File: src/rtl/char_rom_arb_if.sv
// Bundle of the two requester ports, the ROM port and the conflict counter
// shared between the glyph ROM arbiter and whatever drives it.
interface char_rom_arb_if #(
   parameter int ADDR_WIDTH = 10,
   parameter int DATA_WIDTH = 144
);
   logic                  req0_valid;
   logic [ADDR_WIDTH-1:0] req0_addr;
   logic                  req0_ready;
   logic                  rsp0_valid;
   logic [DATA_WIDTH-1:0] rsp0_data;

   logic                  req1_valid;
   logic [ADDR_WIDTH-1:0] req1_addr;
   logic                  req1_ready;
   logic                  rsp1_valid;
   logic [DATA_WIDTH-1:0] rsp1_data;

   logic [ADDR_WIDTH-1:0] rom_addr;
   logic [DATA_WIDTH-1:0] rom_rd_data;
   logic [15:0]           conflict_cnt;

   // Requesters plus the ROM instance.
   modport master (
      output req0_valid, req0_addr, req1_valid, req1_addr, rom_rd_data,
      input  req0_ready, rsp0_valid, rsp0_data,
             req1_ready, rsp1_valid, rsp1_data,
             rom_addr, conflict_cnt
   );

   // The arbiter itself.
   modport slave (
      input  req0_valid, req0_addr, req1_valid, req1_addr, rom_rd_data,
      output req0_ready, rsp0_valid, rsp0_data,
             req1_ready, rsp1_valid, rsp1_data,
             rom_addr, conflict_cnt
   );
endinterface

File: src/rtl/char_rom_arb.sv
// Shares the single read port of the character glyph ROM between two overlay
// renderers. One address is accepted per cycle; a {valid, port} tag follows
// each read through the ROM latency so the data returns only to its issuer.
module char_rom_arb #(
   parameter int ADDR_WIDTH  = 10,
   parameter int DATA_WIDTH  = 144,
   parameter int ROM_LATENCY = 1,   // 1, or 2 with the ROM output register on
   parameter int PRIO_MODE   = 0    // 0 = round-robin, 1 = port 0 always wins
) (
   input logic           clk,
   input logic           rst,
   char_rom_arb_if.slave bus
);

   typedef enum logic {LAST0 = 1'b0, LAST1 = 1'b1} prio_state_e;

   typedef struct packed {
      logic valid;
      logic port;
   } tag_t;

   prio_state_e           state_q, state_d;
   logic                  grant0, grant1, accept, port0_prio;
   logic [ADDR_WIDTH-1:0] held_addr;
   tag_t                  tag_q [ROM_LATENCY];
   tag_t                  tag_out;
   logic [DATA_WIDTH-1:0] rsp0_data_q, rsp1_data_q;
   logic                  rsp0_valid_q, rsp1_valid_q;
   logic [15:0]           conflict_q;

   assign accept  = grant0 | grant1;
   assign tag_out = tag_q[ROM_LATENCY-1];

   // Priority pointer register; LAST1 after reset so port 0 wins the first conflict.
   always_ff @(posedge clk or posedge rst) begin
      // NOTE: non-blocking assignments in clocked blocks keep every flop
      // sampling pre-edge values, independent of statement order.
      if (rst) state_q <= LAST1;
      else     state_q <= state_d;
   end

   // Grant decision and pointer next state; no grants while reset is high.
   always_comb begin
      // NOTE: every signal written here gets a default first, so no path can
      // leave one unassigned and infer a latch.
      state_d    = state_q;
      grant0     = 1'b0;
      grant1     = 1'b0;
      port0_prio = (PRIO_MODE == 1) || (state_q == LAST1);
      if (!rst) begin
         if (bus.req0_valid && (!bus.req1_valid || port0_prio)) grant0 = 1'b1;
         else if (bus.req1_valid)                               grant1 = 1'b1;
      end
      if (grant0)      state_d = LAST0;
      else if (grant1) state_d = LAST1;
   end

   assign bus.req0_ready = grant0;
   assign bus.req1_ready = grant1;

   // The winner's address goes straight through; otherwise the last accepted
   // address is replayed so the ROM input stays quiet while idle.
   assign bus.rom_addr = grant0 ? bus.req0_addr :
                         grant1 ? bus.req1_addr : held_addr;

   // Remember the last accepted address.
   always_ff @(posedge clk or posedge rst) begin
      if (rst)         held_addr <= '0;
      else if (accept) held_addr <= bus.rom_addr;
   end

   // Tag pipeline, one stage per cycle of ROM latency.
   always_ff @(posedge clk or posedge rst) begin
      // NOTE: the tag stages are reset, unlike a data memory would be, because
      // a stale valid bit would fabricate a response after reset.
      if (rst) begin
         for (int i = 0; i < ROM_LATENCY; i++) tag_q[i] <= '0;
      end else begin
         tag_q[0] <= tag_t'{valid: accept, port: grant1};
         for (int i = 1; i < ROM_LATENCY; i++) tag_q[i] <= tag_q[i-1];
      end
   end

   // Capture ROM data for the port named by the tag leaving the pipeline.
   always_ff @(posedge clk or posedge rst) begin
      if (rst) begin
         rsp0_valid_q <= 1'b0;
         rsp1_valid_q <= 1'b0;
         rsp0_data_q  <= '0;
         rsp1_data_q  <= '0;
      end else begin
         rsp0_valid_q <= tag_out.valid && !tag_out.port;
         rsp1_valid_q <= tag_out.valid &&  tag_out.port;
         if (tag_out.valid && !tag_out.port) rsp0_data_q <= bus.rom_rd_data;
         if (tag_out.valid &&  tag_out.port) rsp1_data_q <= bus.rom_rd_data;
      end
   end

   assign bus.rsp0_valid = rsp0_valid_q;
   assign bus.rsp1_valid = rsp1_valid_q;
   assign bus.rsp0_data  = rsp0_data_q;
   assign bus.rsp1_data  = rsp1_data_q;

   // Saturating count of cycles with both ports requesting.
   always_ff @(posedge clk or posedge rst) begin
      if (rst)
         conflict_q <= '0;
      else if (bus.req0_valid && bus.req1_valid && conflict_q != 16'hFFFF)
         conflict_q <= conflict_q + 16'd1;
   end

   assign bus.conflict_cnt = conflict_q;

endmodule

File: src/flat_wrapper.sv
// flat-port wrapper written by rule: the top's interface ports become plain ports
module char_rom_arb_flat 
#(
   parameter int ADDR_WIDTH  = 10,
   parameter int DATA_WIDTH  = 144,
   parameter int ROM_LATENCY = 1,                                             
   parameter int PRIO_MODE   = 0                                              
)
  (clk, rst, bus_req0_valid, bus_req0_addr, bus_req1_valid, bus_req1_addr, bus_rom_rd_data, bus_req0_ready, bus_rsp0_valid, bus_rsp0_data, bus_req1_ready, bus_rsp1_valid, bus_rsp1_data, bus_rom_addr, bus_conflict_cnt);
  char_rom_arb_if #(.ADDR_WIDTH(ADDR_WIDTH), .DATA_WIDTH(DATA_WIDTH)) bus_i ();
  input logic clk;
  input logic rst;
  input wire logic [$bits(bus_i.req0_valid)-1:0] bus_req0_valid;
  input wire logic [$bits(bus_i.req0_addr)-1:0] bus_req0_addr;
  input wire logic [$bits(bus_i.req1_valid)-1:0] bus_req1_valid;
  input wire logic [$bits(bus_i.req1_addr)-1:0] bus_req1_addr;
  input wire logic [$bits(bus_i.rom_rd_data)-1:0] bus_rom_rd_data;
  output wire logic [$bits(bus_i.req0_ready)-1:0] bus_req0_ready;
  output wire logic [$bits(bus_i.rsp0_valid)-1:0] bus_rsp0_valid;
  output wire logic [$bits(bus_i.rsp0_data)-1:0] bus_rsp0_data;
  output wire logic [$bits(bus_i.req1_ready)-1:0] bus_req1_ready;
  output wire logic [$bits(bus_i.rsp1_valid)-1:0] bus_rsp1_valid;
  output wire logic [$bits(bus_i.rsp1_data)-1:0] bus_rsp1_data;
  output wire logic [$bits(bus_i.rom_addr)-1:0] bus_rom_addr;
  output wire logic [$bits(bus_i.conflict_cnt)-1:0] bus_conflict_cnt;
  assign bus_i.req0_valid = bus_req0_valid;
  assign bus_i.req0_addr = bus_req0_addr;
  assign bus_i.req1_valid = bus_req1_valid;
  assign bus_i.req1_addr = bus_req1_addr;
  assign bus_i.rom_rd_data = bus_rom_rd_data;
  assign bus_req0_ready = bus_i.req0_ready;
  assign bus_rsp0_valid = bus_i.rsp0_valid;
  assign bus_rsp0_data = bus_i.rsp0_data;
  assign bus_req1_ready = bus_i.req1_ready;
  assign bus_rsp1_valid = bus_i.rsp1_valid;
  assign bus_rsp1_data = bus_i.rsp1_data;
  assign bus_rom_addr = bus_i.rom_addr;
  assign bus_conflict_cnt = bus_i.conflict_cnt;
  char_rom_arb #(.ADDR_WIDTH(ADDR_WIDTH), .DATA_WIDTH(DATA_WIDTH), .ROM_LATENCY(ROM_LATENCY), .PRIO_MODE(PRIO_MODE)) u_core (.clk(clk), .rst(rst), .bus(bus_i));
endmodule
File: config.mk
export PLATFORM = sky130hd
export DESIGN_NAME = char_rom_arb_flat
export DESIGN_NICKNAME = d
export VERILOG_FILES = /design/src/rtl/char_rom_arb_if.sv /design/src/rtl/char_rom_arb.sv /design/src/flat_wrapper.sv
export SDC_FILE = /design/constraint.sdc
export NUM_CORES = 1
export LEC_CHECK = 0
export ABC_AREA = 1
export BUFFER_PORTS_ARGS = -buffer_cell sky130_fd_sc_hd__buf_2
export CAP_MARGIN = 40
export CORE_AREA = 5 5 187 189
export CTS_CLUSTER_DIAMETER = 120
export DETAILED_ROUTE_END_ITERATION = 8
export DIE_AREA = 0 0 192 194
export PLACE_DENSITY = 0.62
export SETUP_SLACK_MARGIN = 0.2
export SYNTH_ARGS = -nofsm -noshare
export SYNTH_HDL_FRONTEND = slang
export SYNTH_SLANG_ARGS = --single-unit
export TNS_END_PERCENT = 10
File: constraint.sdc
create_clock -name clk -period 13.6 [get_ports clk]
set_clock_uncertainty 0.15 [all_clocks]
set_input_delay 0.68 -clock clk [delete_from_list [all_inputs] [get_ports clk]]
set_output_delay 0.68 -clock clk [all_outputs]
set_load 0.05 [all_outputs]
# Word level (Yosys, flattened, before mapping)
# Cells that the tools add are included.
# word_totals
register_bits	319
input_bits	168
output_inout_bits	318
# op_classes
add_sub_neg	1
eq_ne	1
n_mux	9
n_bitwise	1
reduce_logical	9
# ops
op	n
$mux W10	2
$add A16 B1 Y16 const B	1
$ne A16 B16 Y1 const B	1
$mux W1	7
$logic_and A1 B1 Y1	5
$logic_not A1 Y1	2
$reduce_bool A2 Y1	1
$logic_or A1 B1 Y1	1
$or A1 B1 Y1	1

# Longest topological paths before layout
# Gate-level depths: netlist (run 1).
# logic_depth
depth_word	7
depth_mapped	11
ltp_nobuf	10

# Least setup slack after synthesis (run 1)
# No wires, ideal clock.
# synth_path
path_type	input -> output
start	in rst
end	out bus_rom_addr[0]
arrival_time_ns	9.180
required_ns	12.770
slack_ns	3.590
path_stages	6
cell_sequence	inv_1 > nand3_1 > inv_1 > buf_2 > nand2_1 > nand3_1
# synth_via
word_cells_on_any_way	4
# synth_lines
item	line	rtl
start, declared	flat_wrapper.sv:12	input logic rst;
$mux W1	char_rom_arb.sv:50	if (!rst) begin
net bus_req0_ready	flat_wrapper.sv:18	output wire logic [$bits(bus_i.req0_ready)-1:0] bus_req0_ready;
$mux W10	char_rom_arb.sv:63	assign bus.rom_addr = grant0 ? bus.req0_addr :
end, declared	flat_wrapper.sv:24	output wire logic [$bits(bus_i.rom_addr)-1:0] bus_rom_addr;
# The timed path passes the listed nets, and every way through them passes these cells.

# Worst setup path in the final report (run 1)
# layout_path
start	in rst
end	out bus_rom_addr[6]
# layout_via
elab_chain_cells	3
word_cells_on_any_way	4
# layout_rtl
item	line	rtl
$mux W1	char_rom_arb.sv:50	
$mux W10	char_rom_arb.sv:64	grant1 ? bus.req1_addr : held_addr;
$mux W10 (*)	char_rom_arb.sv:63	
# Every way passes the cells marked *; elsewhere a longest branch is shown, timed or not.

==> results of run 1 <==
## worst max-delay path: cells and delay by family
kind,cells,cell delay [ns]
AND/OR/NAND/NOR,3,0.66
buffers and inverters,4,1.10
## how the worst max path moves through the flow
stage                 endpoint  slack [ns]  cells after the start
6_report       bus_rom_addr[6]       10.33                      7
3_3_place_gp   bus_rom_addr[7]        9.85                      7
3_5_place_dp   bus_rom_addr[6]       10.21                      7
2_1_floorplan  bus_rom_addr[0]        3.59                      6
5_1_grt        bus_rom_addr[5]       10.02                      7
4_1_cts        bus_rom_addr[6]       10.22                      7
## cells in the mapped netlist
cell type and instances:
nand2_1 388, dfrtp_1 318, o21ai_0 286, inv_1 160, nand3_1 36, buf_2 32
clkbuf_1 32, nor2_1 15, o21ai_1 8, xnor2_1 7, nand4_1 5, inv_2 3
buf_6 2, nor2_2 2, buf_1 1, buf_4 1, clkinv_2 1, dfstp_2 1
ha_1 1, inv_4 1, nand2_2 1, nand2_4 1, nand2_8 1, nand3_2 1
nand3b_1 1, nor2_4 1, or2_2 1
## metal layers
metal / vias up / track usage, %
met1: 4731 / 22.2
met5: - / 0
li1: 5022 / -
met4: 2 / 5.65
met2: 334 / 31.7
met3: 58 / 5.08
## cell families (layout without fill, tap and decap cells)
kind of cell / Yosys count / in the layout
flops: 319 / 319
xor+xnor: 7 / 7
simple gates: 453 / 453
fa+ha+maj: 1 / 1
compound gates: 294 / 294
buf+inv: 233 / 723
## cell type report
class,instances,area [µm²],share of cell area [%]
clock buffers,49,998,6.13
clock inverters,13,171,1.05
inverters,165,636,3.90
multi-input cells,755,3360,20.6
flip-flops and latches,319,7980,49.0
well taps,448,561,3.44
repair buffers,496,2580,15.8
## state kept, by name (all words and copies together), names as in the netlist
signal	count
u_core.bus.conflict_cnt	16
u_core.bus.rsp0_data	144
u_core.bus.rsp0_valid	1
u_core.bus.rsp1_data	144
u_core.bus.rsp1_valid	1
u_core.held_addr	10
u_core.port0_prio	1
u_core.tag_out	2
## cell usage in the layout (no fill, tap or decap), drive strengths merged
cell and n:
o21ai 294, bufinv 4, dfstp 1, nand3b 1, or2 1, nor2 18
xnor2 7, nand4 5, buf 496, clkinv 8, ha 1, clkinvlp 1
clkbuf 49, inv 165, nand2 391, nand3 37, dfrtp 318
## through the flow
step	hold WS, ns	power [W]	setup WS, ns
3_5_place_dp	0.318	0.00272	10.21
5_1_grt	0.0786	0.00383	10.02
2_1_floorplan	0.276	0.00233	3.59
6_report	0.0597	0.00365	10.33
3_3_place_gp	0.311	0.00270	9.85
4_1_cts	0.0682	0.00370	10.22
## power by group through the flow
stage	clock [W]	combinational, W	sequential (W)
after floorplan	0	0.000240	0.00209
after global placement	0	0.00138	0.00131
after detailed placement	0	0.00140	0.00132
after CTS	0.000991	0.00140	0.00131
after global routing	0.00103	0.00147	0.00133
final	0.000963	0.00139	0.00130
==> results_dict.tcl, run 1 <==
set metrics [dict create \
    hold_buffers 0 \
    slowest_stage "nand3_1" \
    drtIter0Drc 534 \
    slew_headroom_pct 43.8 \
    synth_top_family_by_area "simple AND/OR/NAND/NOR gates" \
    globalplace.congestion 0.822 \
    grt_usage_pct 18.3 \
    peakVddDrop_uv 122 \
    cpPeakStageDelay_ns 0.43 \
    fin_nets 1941 \
    hp-class "primary input to asynchronous set/reset pin" \
    ys_warn_count 0 \
    cp_max_fo 63 \
    synthToLayoutAreaGrowth_pct 32.7 \
    netlist_area_um2 12300 \
    htreeDepth 2 \
    grt-ovfl-total 0 \
    grt_first_pass_wirelength_mm 55.6 \
    final_max_slew_viol_count 0 \
    synthCells 1307 \
    hold_viol 0 \
    met3_length_mm 2.94 \
    wl_met1_mm 13.9 \
    fill_cells 3199 \
    critPathLaunchType "primary input" \
    synth_top_cell_by_area "dfrtp_1" \
    wl_per_cell_um 15.8 \
    utilization_pct 49.2 \
    instances_no_fill 2245 \
    path_clk_slew_ns 0.06 \
    die_y_um 194 \
    via_per_inst 4.52 \
    path_class "primary input to output pin" \
    synth_fa_ha_area_share_pct 0.102 \
    worst_slew_pin_slew_ns 0.844 \
    clock-sinks 319 \
    fin_crit_ns 3.27 \
    core_um2 33100 \
    ioPinCount 486 \
    critPathRequiredTime_ns 12.77 \
    outcome "finished clean" \
    setup_violations 0 \
    highest-signal-layer "met5" \
    synth_area_leaders "dfrtp_1, nand2_1, o21ai_0" \
    placed_area_um2 15100 \
    p_comb_share_pct 37.9 \
    crit_start "rst" \
    endpoint_kind "output pin" \
    post_route_cells_drive_above_1_share_pct 31.6 \
    dieArea_um2 37200 \
    antenna_found_initial 1 \
    ctsResizeCount 0 \
    worstSkewPairLatency_ns 0.49 \
    synth-seq-cells 319 \
    cts_tree "yes" \
    grt_setup_unrepaired "no" \
    ant_nets 0 \
    yosys.area_share.simple_pct 14.7 \
    r2r_cells 3 \
    vias 10100 \
    postCtsSetupBuffers 0 \
    tns_ns 0 \
    wl_met2_mm 17.5 \
    hpwl_mm 26.0 \
    fin_crit_sh_pct 24.1 \
    wl_mm 35.4 \
    pwr-share-clk_pct 26.4 \
    finish.instance_area_um2 16300 \
    synth_compound_area_share_pct 12.0 \
    initial_core_util_pct 37.1 \
    portBuffers 485 \
    drc 0 \
    reg2reg_to "u_core.bus.rsp1_data[53]" \
    synth_top_area_share_pct 64.8 \
    synth.net_count 1476 \
    grt_pass1_vias 10100 \
    critical_path.reg2reg.startpoint "u_core.tag_out[0]" \
    powerDensity_nw_per_um2 224 \
    antenna_cells 0 \
    cts_buffer_depth 3 \
    swShare_pct 44.2 \
    die_w_um 192 \
    dr.pass1.iters 5 \
    internal_power_w 0.00204 \
    syn_area_per_cell_um2 9.39 \
    synth-xor-area-share_pct 0.499 \
    numCtsBuffers 35 \
    r2r_slack_ns 11.24 \
    place_inst 2183 \
    fmax_mhz 305 \
    path_cells "buf_2 > inv_8 > nand3_1 > inv_1 > nand2_1 > nand3_1 > buf_2" \
    leakage_nw 9.08 \
    power.switching_w 0.00162 \
    yosysUniqueCellTypes 27 \
    clockRootBuffer "clkbuf_16" \
    ys_seq_area_share_pct 65.0 \
    cap_violations 0 \
    rows 67 \
    grt_max_degree 97 \
    sequentialPowerShare_pct 35.7 \
    cp.arrival_ns 2.44 \
    synth.area.mux_share_pct 0 \
]
No activity file was read; power rests on OpenSTA's default activity.
==> inputs of run 2 (changes only) <==
==> constraint.sdc (replaced) <==
create_clock -name clk -period 3.4 [get_ports clk]
set_clock_uncertainty 0.15 [all_clocks]
set_input_delay 0.17 -clock clk [delete_from_list [all_inputs] [get_ports clk]]
set_output_delay 0.17 -clock clk [all_outputs]
set_load 0.05 [all_outputs]
==> run 2 against run 1 <==
  * Critical path depth is 1 lower
  * Critical path type is now register to output pin
  * Non-clock buffer count grew 164
  * Worst setup slack got worse by 9.6 ns
  * Sequential share of layout area is 4.8 points lower
  * Register-to-register slack worse by 10 ns
  * Count of clock-buffer cells in the layout rose by 4
  * Die area stayed put
  * Via count rose by 6.6%
==> results_dict.tcl, run 2 (same netlist as run 1, synthesis figures left out) <==
set metrics [dict create \
    rows 67 \
    critPathRequiredTime_ns 3.08 \
    ctsResizeCount 0 \
    die_y_um 194 \
    worst_slew_pin_slew_ns 1.14 \
    tns_ns 0 \
    portBuffers 485 \
    busiest_layer "met2" \
    leakage_nw 9.81 \
    fin_nets 2105 \
    htreeDepth 2 \
    powerDensity_nw_per_um2 815 \
    grt_max_degree 190 \
    slowest_stage "dfstp_2" \
    critPathLaunchType "register" \
    grt_first_pass_wirelength_mm 58.7 \
    synthToLayoutAreaGrowth_pct 47.0 \
    cts_tree "yes" \
    final_cell_mix "buf_2, nand2_1, dfrtp_1, o21ai_0, dlygate4sd3_1" \
    wl_per_cell_um 15.3 \
    clock-sinks 319 \
    ioPinCount 486 \
    dieArea_um2 37200 \
    setup_violations 0 \
    path_clk_slew_ns 0.06 \
    core_um2 33100 \
    worstSkewPairLatency_ns 0.49 \
    drc 0 \
    hpwl_mm 25.3 \
    ant_nets 0 \
    fmax_mhz 369 \
    slew_headroom_pct 23.8 \
    endpoint_kind "output pin" \
    wl_mm 36.9 \
    use_met3_pct 4.77 \
    hold_viol 0 \
    numCtsBuffers 35 \
    dr.pass1.iters 5 \
    peakVddDrop_uv 444 \
    fin_crit_ns 2.71 \
    antenna_found_initial 1 \
    globalplace.congestion 0.866 \
    outcome "finished clean" \
    fin_crit_sh_pct 79.8 \
    utilization_pct 54.5 \
    vias 10800 \
    cp_top_family "simple AND/OR/NAND/NOR gates" \
    hold_buffers 166 \
    cap_violations 0 \
    die_w_um 192 \
    path_class "register to output pin" \
    cp.arrival_ns 2.39 \
    initial_core_util_pct 37.1 \
    drtIter0Drc 485 \
    final_common_cell "buf_2" \
    grt_pass1_vias 11200 \
    met1_usage_pct 23.3 \
    via_per_inst 4.49 \
    finalWorstSetupSlack_ns 0.688 \
    cp.buffers_inverters 2 \
    postCtsSetupBuffers 0 \
    post_route_cells_drive_above_1_share_pct 29.3 \
    cpPeakStageDelay_ns 0.53 \
    hp-class "primary input to register" \
    cts_buffer_depth 3 \
    grt-ovfl-total 0 \
    grt_usage_pct 19.2 \
    path_cells "or2_2 > nand3_1 > inv_1 > nand2_1 > nand3_4 > buf_2" \
    cp_max_fo 13 \
    grt_util_met2_pct 32.7 \
    grt_setup_unrepaired "no" \
    pre_cts_ws_ns 1.21 \
    clockRootBuffer "clkbuf_16" \
    final_max_slew_viol_count 0 \
]
==> run 2: cell count changes in the layout (fill, tap and decap cells not counted), sizes merged <==
cell / previous run / this run
inv: 165 / 164
buf: 496 / 494
clkbuf: 49 / 53
clkinvlp: 1 / 2
diode: 0 / 1
bufinv: 4 / 1
dlygate4sd3: 0 / 166
clkinv: 8 / 6
==> run 2: worst paths after layout <==
path	from	endpoint	slack, ns	depth (start not counted)
max reg2reg	u_core.port0_prio	u_core.held_addr[1]	0.99	6
min reg2reg	u_core.bus.rsp1_data[74]	u_core.bus.rsp1_data[74]	0.33	2
min	bus_req0_valid	u_core.bus.conflict_cnt[2]	0.08	5
min in group asynchronous	rst	u_core.bus.rsp1_data[118]	0.26	4
max	u_core.port0_prio	bus_rom_addr[6]	0.69	6
max in group asynchronous	rst	u_core.bus.rsp1_data[139]	1.18	5
==> run 2: per-stage QoR <==
step / hold slack, ns / cell area, µm² / power (W) / instances
floorplan: 0.168 / 12400 / 0.00935 / 1307
global placement: 0.277 / 15200 / 0.0108 / 2181
detailed placement: 0.283 / 15200 / 0.0109 / 2181
CTS: 0.0503 / 18000 / 0.0149 / 2408
global route: 0.103 / 18000 / 0.0154 / 2409
finish: 0.0769 / 18000 / 0.0147 / 2409
==> run 2: per-layer routing <==
layer | vias to the layer above | routed length [µm]
met2 | 419 | 18100
met5 | - | 0
met1 | 4962 | 14300
li1 | 5350 | -
met4 | 0 | 1470
met3 | 87 | 3050
==> run 2: cell type report <==
cell class              count  area, µm²
repair buffers            660       4230
multi-input cells         755       3480
fillers                  2947      15100
well taps                 448        561
diodes                      1       2.50
clock buffers              53       1090
clock inverters             8       71.3
flip-flops and latches    319       7980
inverters                 165        632
==> run 2: power by group <==
group	switching (W)	internal (W)	total (W)	leakage [nW]
Sequential	0.000517	0.00470	0.00522	3.91
Clock	0.00146	0.00228	0.00374	0.573
Combinational	0.00451	0.00125	0.00575	5.33
==> run 2: worst register-to-register path, stage by stage (launching register included) <==
cell and delay, ns:
dfstp_2 0.53, or2_2 0.11, nand3_1 0.30, inv_1 0.41, nand2_1 0.18, nand3_1 0.12, dlygate4sd3_1 0.55
==> inputs of run 3 (changes only) <==
==> constraint.sdc (replaced) <==
create_clock -name clk -period 2.7 [get_ports clk]
set_clock_uncertainty 0.15 [all_clocks]
set_input_delay 0.135 -clock clk [delete_from_list [all_inputs] [get_ports clk]]
set_output_delay 0.135 -clock clk [all_outputs]
set_load 0.05 [all_outputs]
==> run 3 against run 2 <==
  * First-iteration DRC count rose by 38%
  * Register-to-register slack got worse by 0.53 ns
  * Combinational power rose by 27%
  * Critical path depth increased by 1
  * Highest routed layer unchanged
  * Non-clock buffer count rose by 8
  * Largest power group unchanged
  * Global-route usage rose by 0.19 points
  * Worst setup slack worse by 0.37 ns
==> results_dict.tcl, run 3 (same netlist as run 1, synthesis figures left out) <==
set metrics [dict create \
    htreeDepth 2 \
    hp-class "primary input to register" \
    path_cells "or2_2 > nand3_1 > buf_4 > clkinvlp_4 > nand2_1 > nand3_4 > clkbuf_4" \
    power.switching_w 0.00822 \
    pre_cts_ws_ns 0.531 \
    die_y_um 194 \
    endpoint_kind "output pin" \
    grt_usage_pct 19.4 \
    core_um2 33100 \
    initial_core_util_pct 37.1 \
    path_class "register to output pin" \
    outcome "finished clean" \
    p_comb_share_pct 38.3 \
    place_inst 2184 \
    holdWs_ns 0.290 \
    cts_buffer_depth 3 \
    drc 0 \
    dr.pass1.iters 5 \
    cp_top_family "buffers and inverters" \
    pwr-share-clk_pct 27.2 \
    wl_mm 37.7 \
    fmax_mhz 419 \
    fin_nets 2115 \
    cp.buffers_inverters 3 \
    globalplace.congestion 0.846 \
    grt_first_pass_wirelength_mm 59.3 \
    fin_crit_ns 2.39 \
    fin_crit_sh_pct 88.4 \
    clockRootBuffer "clkbuf_16" \
    cap_violations 0 \
    finish.instance_area_um2 18300 \
    leakage_nw 9.89 \
    critPathLaunchType "register" \
    die_w_um 192 \
    dieArea_um2 37200 \
    grt_pass1_vias 11400 \
    hold_viol 0 \
    ioPinCount 486 \
    drtIter0Drc 668 \
    grt_setup_unrepaired "yes" \
    ant_nets 0 \
    cpPeakStageDelay_ns 0.36 \
    peakVddDrop_uv 542 \
    placed_area_um2 15200 \
    clock-sinks 319 \
    grt_max_degree 167 \
    wl_per_cell_um 15.6 \
    slowest_stage "dfstp_2" \
    vias 11100 \
    portBuffers 485 \
    final_max_slew_viol_count 0 \
    cp_max_fo 14 \
    post_route_cells_drive_above_1_share_pct 29.8 \
    synthToLayoutAreaGrowth_pct 48.8 \
    sequentialPowerShare_pct 34.5 \
    worst_slew_pin_slew_ns 0.954 \
    instances_no_fill 2420 \
    critPathRequiredTime_ns 2.41 \
    setup_violations 0 \
    finalWorstSetupSlack_ns 0.314 \
    path_clk_slew_ns 0.06 \
    swShare_pct 43.2 \
    internal_power_w 0.0108 \
    rows 67 \
    cp.arrival_ns 2.10 \
    hpwl_mm 25.4 \
    utilization_pct 55.2 \
    final_common_cell "buf_2" \
    final_cell_mix "buf_2, nand2_1, dfrtp_1, o21ai_0, dlygate4sd3_1" \
    via_per_inst 4.57 \
    grt-ovfl-total 0 \
    antenna_found_initial 1 \
    powerDensity_nw_per_um2 1040 \
    r2r_slack_ns 0.46 \
    cts_tree "yes" \
    worstSkewPairLatency_ns 0.49 \
    slew_headroom_pct 36.4 \
    numCtsBuffers 36 \
]
[run 3: routing by layer]
metal  part of all wire, %  vias to the layer above  wire length [µm]  global-route usage (%)
met5                     0                        -                 0                       0
met4                   3.8                        0              1440                    7.32
met3                   8.1                       89              3030                    4.59
met2                    49                      406             18600                    33.9
met1                    39                     5197             14500                    23.1
li1                      -                     5372                 -                       -
[run 3: worst paths after layout]
check | startpoint | end | cells after the start
setup / recovery | u_core.port0_prio | bus_rom_addr[1] | 7
max in group asynchronous | rst | u_core.bus.rsp1_data[43] | 4
min in group asynchronous | rst | u_core.bus.rsp1_data[116] | 4
hold reg to reg | u_core.bus.rsp0_data[61] | u_core.bus.rsp0_data[61] | 2
setup reg to reg | u_core.port0_prio | u_core.held_addr[4] | 7
hold / removal | bus_rom_rd_data[0] | u_core.bus.rsp0_data[0] | 4
[run 3: power groups by stage]
stage	combinational [W]	sequential [W]	clock, W
floorplan	0.00125	0.0105	0
global placement	0.00702	0.00659	0
detailed placement	0.00709	0.00661	0
CTS	0.00731	0.00655	0.00532
global route	0.00770	0.00671	0.00552
finish	0.00730	0.00656	0.00517
[run 3: through the flow]
stage / TNS [ns] / total power, W
after floorplan: -669.94 / 0.0118
after global placement: 0 / 0.0136
after detailed placement: 0 / 0.0137
after CTS: 0 / 0.0192
after global routing: 0 / 0.0199
final: 0 / 0.0190
[run 3: layout make-up]
class                           count  area, µm²
Timing Repair Buffer              668       4320
Multi-Input combinational cell    755       3490
Timing Repair inverter              1       7.51
Tap cell                          448        561
Clock buffer                       51       1060
Inverter                          165        639
Sequential cell                   319       7980
Clock inverter                     12        213
Fill cell                        2892      14800
Antenna cell                        1       2.50
[run 3: worst min-delay path, cell delays in order]
cell	delay [ns]
dlygate4sd3_1	0.51
buf_2	0.09
inv_1	0.04
o21ai_1	0.12
[run 3: what timing repair did]
action,4_1_cts,5_1_grt
hold buffers,168,0
hold endpoints to repair,619,0
resized for setup,2,12
setup buffers,2,1
endpoints found under the setup margin,10,10
gates cloned,0,1
